[src/rtl/reset_sequencer.sv]
// Ordered reset release for DOMAINS downstream reset domains.
// Domain k leaves reset delay[k]+1 edges after domain k-1 (or after the sequence restarts).
module reset_sequencer #(
    parameter int DOMAINS     = 4,
    parameter int DELAY_WIDTH = 8
) (
    input  logic                           clk,
    input  logic                           rst_n,
    input  logic [DOMAINS*DELAY_WIDTH-1:0] delay_cfg,
    input  logic                           global_req,
    input  logic [DOMAINS-1:0]             domain_req,
    output logic [DOMAINS-1:0]             domain_rst,
    output logic                           busy,
    output logic                           done
);

    localparam int IDX_W = $clog2(DOMAINS);

    typedef enum logic {
        ST_SEQ  = 1'b0,
        ST_DONE = 1'b1
    } state_t;

    state_t                         state_q, state_d;
    logic [IDX_W-1:0]               idx_q, idx_d;
    logic [DELAY_WIDTH-1:0]         cnt_q, cnt_d;
    logic [DOMAINS*DELAY_WIDTH-1:0] delay_q, delay_d;
    logic [DOMAINS-1:0]             rst_q, rst_d;

    logic                   req_hit;
    logic [IDX_W-1:0]       req_idx;
    logic                   req_restart;
    logic [DELAY_WIDTH-1:0] cur_delay;
    logic [DOMAINS-1:0]     restart_mask;
    logic [DOMAINS-1:0]     release_mask;

    // Lowest requested domain wins; masks select the domains affected by idx/req_idx.
    always_comb begin
        req_hit      = 1'b0;
        req_idx      = '0;
        cur_delay    = '0;
        restart_mask = '0;
        release_mask = '0;
        for (int k = DOMAINS - 1; k >= 0; k--) begin
            if (domain_req[k]) begin
                req_hit = 1'b1;
                req_idx = IDX_W'(k);
            end
        end
        for (int k = 0; k < DOMAINS; k++) begin
            if (idx_q == IDX_W'(k)) begin
                cur_delay = delay_q[k*DELAY_WIDTH +: DELAY_WIDTH];
            end
            restart_mask[k] = (IDX_W'(k) >= req_idx);
            release_mask[k] = (idx_q == IDX_W'(k));
        end
    end

    // A domain request only matters if it targets a domain that is already released.
    assign req_restart = req_hit && ((state_q == ST_DONE) || (req_idx < idx_q));

    always_comb begin
        state_d = state_q;
        idx_d   = idx_q;
        cnt_d   = cnt_q;
        delay_d = delay_q;
        rst_d   = rst_q;
        if (global_req) begin
            state_d = ST_SEQ;
            idx_d   = '0;
            cnt_d   = '0;
            delay_d = delay_cfg;
            rst_d   = '1;
        end else if (req_restart) begin
            state_d = ST_SEQ;
            idx_d   = req_idx;
            cnt_d   = '0;
            delay_d = delay_cfg;
            rst_d   = rst_q | restart_mask;
        end else if (state_q == ST_SEQ) begin
            if (cnt_q == cur_delay) begin
                rst_d = rst_q & ~release_mask;
                cnt_d = '0;
                if (idx_q == IDX_W'(DOMAINS - 1)) begin
                    state_d = ST_DONE;
                end else begin
                    idx_d = idx_q + IDX_W'(1);
                end
            end else begin
                cnt_d = cnt_q + DELAY_WIDTH'(1);
            end
        end
    end

    always_ff @(posedge clk) begin
        if (!rst_n) begin
            state_q <= ST_SEQ;
            idx_q   <= '0;
            cnt_q   <= '0;
            delay_q <= delay_cfg;
            rst_q   <= '1;
        end else begin
            state_q <= state_d;
            idx_q   <= idx_d;
            cnt_q   <= cnt_d;
            delay_q <= delay_d;
            rst_q   <= rst_d;
        end
    end

    assign domain_rst = rst_q;
    assign busy       = |rst_q;
    assign done       = ~(|rst_q);

endmodule

[config.mk]
export PLATFORM = sky130hd
export DESIGN_NAME = reset_sequencer
export DESIGN_NICKNAME = d
export VERILOG_FILES = /design/src/rtl/reset_sequencer.sv
export SDC_FILE = /design/constraint.sdc
export NUM_CORES = 1
export LEC_CHECK = 0
export ABC_AREA = 1
export CAP_MARGIN = 15
export CORE_ASPECT_RATIO = 0.8
export CORE_MARGIN = 3
export CORE_UTILIZATION = 40
export DETAILED_ROUTE_END_ITERATION = 12
export PLACE_DENSITY_LB_ADDON = 0.08
export SETUP_SLACK_MARGIN = 0.1
export SLEW_MARGIN = 20
export SYNTH_ARGS = -nofsm -noshare
export SYNTH_HDL_FRONTEND = slang
export SYNTH_SLANG_ARGS = --single-unit
[constraint.sdc]
create_clock -name clk -period 5.29 [get_ports clk]
set_input_delay 0.7935 -clock clk [delete_from_list [all_inputs] [get_ports clk]]
set_output_delay 0.7935 -clock clk [all_outputs]
set_load 0.01 [all_outputs]
==> qor.yml <==
syn_inst: 277
crit_fanout: 36
core_um2: 5620
hold_violations: 0
fmaxAchievable_mhz: 317
grt-busiest-layer: "met2"
crit_path_end_kind: "register"
setup.worst_path.start_class: "primary input"
area_growth_pct: 24.5
synth_top_cell_by_area: "edfxtp_1"
hold_path_class: "register to register"
drc: 0
seq_area_frac_synth_pct: 52.8
drive_gt1_share_pct: 7.08
grt_usage_pct: 16.0
numPortBuffers: 44
stdcell_count: 403
period_minus_slack_ns: 3.16
yosysWarningCount: 0
netlist_area_um2: 2390
final-max-slew-violation-count: 0
yosysMostFrequentCell: "nand2_1"
reg2reg_depth: 10
synthArstFlopShare_pct: 0
irDropWorstVdd_mv: 0.131
grt_pass1_wl_um: 8440
insertion_delay_ns: 0.30
p_clk_share_pct: 26.2
crit_chain: "clkdlybuf4s50_1 > nor2_1 > nor3_1 > ha_1 > a21boi_1 > o21ai_1 > nand2_1 > nand2_1 > buf_4 > inv_1 > nand2_2 > nor3_1"
grt_max_degree: 37
synth_edf_count: 32
synth_ff_type: "edfxtp_1"
cap_violations: 0
dieHeight_um: 75.1
use_met1_pct: 21.1
wl_per_cell_um: 12.9
multiInputGateArea_um2: 972
worstHoldPathCells: 2
fin_skew_ns: 0.00920
fill_cells: 528
postRouteAntennaNets: 0
pwr-share-comb_pct: 19.4
min_period_over_period_pct: 59.7
critPathBufInv: 3
grt_pass1_vias: 1796
synth.avg_cell_area_um2: 8.63
numCtsBuffers: 5
routabilityCongestion: 0.838
synth_area_leaders: "edfxtp_1, dfxtp_1, nand2_1"
overflow: 0
worstPathRequired_ns: 5.47
reg2reg_from: "idx_q[1]"
slowest_stage: "clkdlybuf4s50_1"
drt_wl_total_um: 5210
crit_family: "buffers and inverters"
outcome: "finished clean"
seqCellArea_um2: 1260
drtPass1Iterations: 5
fp.dieW_um: 92.4
tns_ns: 0
r2r_slack_ns: 2.91
postCtsSetupBuffers: 0
path_clk_slew_ns: 0.08
clock_tree.root_cell: "clkbuf_8"
first_iter_violations: 85
cts_tree: "built"
timing.rr.end: "cnt_q[0]"
tightest_slew_ns: 0.513
holdBufCountCts: 0
initial_core_util_pct: 42.6
synth_top_area_share_pct: 40.2
dpl.hpwl_um: 3940
grt_antenna_before_repair: 0
nNetsFinal: 369
ys_types: 30
p_leak_nw: 1.24
cts-htree-levels: 2
io_pins: 45
grt_use_met2_pct: 26.1
diodes: 0
p_sw_w: 0.000210
drt-vias-per-instance: 4.73
slew-limit-headroom_pct: 65.8
ctsResizeCount: 0
clock_sinks: 47
clk_path_buf_depth: 2
pwr-share-seq_pct: 54.4
synthTopCellsByCount: "nand2_1, nand3_1, edfxtp_1"
hold-path-endpoint: "domain_rst[3]"
p_per_area_nw_per_um2: 264
ys_ff_latch: 47
synth_fp_nets: 322
critical_path_class: "primary input to register"
slowest_delay_ns: 0.48
dieArea_um2: 6940
switching_share_pct: 26.7
grtUsageMet3_pct: 3.60
vias: 1906
rsz0062_at_grt: "no"
setup_violations: 0
hold_start: "domain_rst[3]"
numPlacedInstances: 395
fp-row-count: 24
p_int_w: 0.000575
arrival_ns: 3.34
[metrics by stage]
step | power (W) | instance area [um2] | hold WS [ns] | setup WS, ns | util [%]
floorplan | 0.000533 | 2390 | 0.463 | 2.36 | -
finish | 0.000785 | 2970 | 0.502 | 2.13 | 53.0
global route | 0.000835 | 2970 | 0.565 | 1.86 | 53.0
detailed placement | 0.000590 | 2890 | 0.494 | 1.83 | 51.5
CTS | 0.000798 | 2970 | 0.511 | 2.14 | 53.0
global placement | 0.000586 | 2890 | 0.499 | 1.94 | 51.5
[layout make-up]
type,count,area share (%)
Clock buffer,6,2.44
Clock inverter,2,0.294
Inverter,29,3.83
Multi-Input combinational cell,196,32.7
Sequential cell,47,42.4
Tap cell,78,3.28
Timing Repair Buffer,45,15.1
[worst max path at each step]
stage               end           from  slack, ns  cells after the start
2_1_floorplan  cnt_q[0]  domain_req[2]       2.36                     10
3_3_place_gp   cnt_q[0]  domain_req[2]       1.94                     12
3_5_place_dp   cnt_q[0]  domain_req[3]       1.83                     12
4_1_cts        cnt_q[0]  domain_req[3]       2.14                     12
5_1_grt        cnt_q[0]  domain_req[3]       1.86                     12
6_report       cnt_q[0]  domain_req[3]       2.13                     12
[per-layer routing]
metal / wire length (um) / up-vias
met1: 2520 / 849
met2: 2380 / 55
li1: - / 1000
met4: 32 / 0
met5: 0 / -
met3: 280 / 2
[placed cells by master, fill, tap and decap left out, drive strengths merged]
| cell | Yosys | layout |
|---|---|---|
| nand4 | 1 | 1 |
| nand2 | 87 | 87 |
| xnor2 | 1 | 1 |
| dfxtp | 15 | 15 |
| or2 | 7 | 7 |
| a22oi | 1 | 1 |
| nand3 | 34 | 34 |
| nand3b | 2 | 2 |
| clkdlybuf4s50 | 0 | 44 |
| ha | 6 | 6 |
| a21oi | 10 | 10 |
| nor3 | 6 | 6 |
| clkbuf | 0 | 6 |
| o21ai | 6 | 6 |
| inv | 29 | 29 |
| edfxtp | 32 | 32 |
| o21bai | 1 | 1 |
| clkinv | 0 | 2 |
| buf | 5 | 1 |
| nor2 | 27 | 27 |
| a21boi | 1 | 1 |
| nor4 | 1 | 1 |
| a31oi | 1 | 1 |
| xor2 | 4 | 4 |
[cells by family (layout without fill, tap and decap cells)]
family          after synthesis  in the layout  synth area share, %
simple gates                165            165                 31.2
xor+xnor                      5              5                 1.83
flops                        47             47                 52.8
buf+inv                      34             82                 6.54
compound gates               20             20                 4.56
fa+ha+maj                     6              6                 3.14
[registers in the layout (all words and copies together) (netlist names)]
register,flops
delay_q,32
domain_rst,4
cnt_q,8
state_q,1
idx_q,2
[power groups by stage]
| stage | clock network [W] | registers, W | logic (W) |
|---|---|---|---|
| final | 0.000206 | 0.000427 | 0.000152 |
| after global routing | 0.000231 | 0.000430 | 0.000174 |
| after CTS | 0.000216 | 0.000428 | 0.000154 |
| after detailed placement | 0 | 0.000436 | 0.000154 |
| after global placement | 0 | 0.000436 | 0.000150 |
| after floorplan | 0 | 0.000434 | 0.0000987 |
[worst register-to-register path, delay by kind of cell (launching register included)]
family	cells	cell delay (ns)
DFF	1	0.37
and+or+nand+nor	4	0.66
AOI/OAI and AO/OA	2	0.30
adders and majority gates	1	0.30
buffers and inverters	3	0.66
Note: power is estimated with default switching activity, not from simulation.
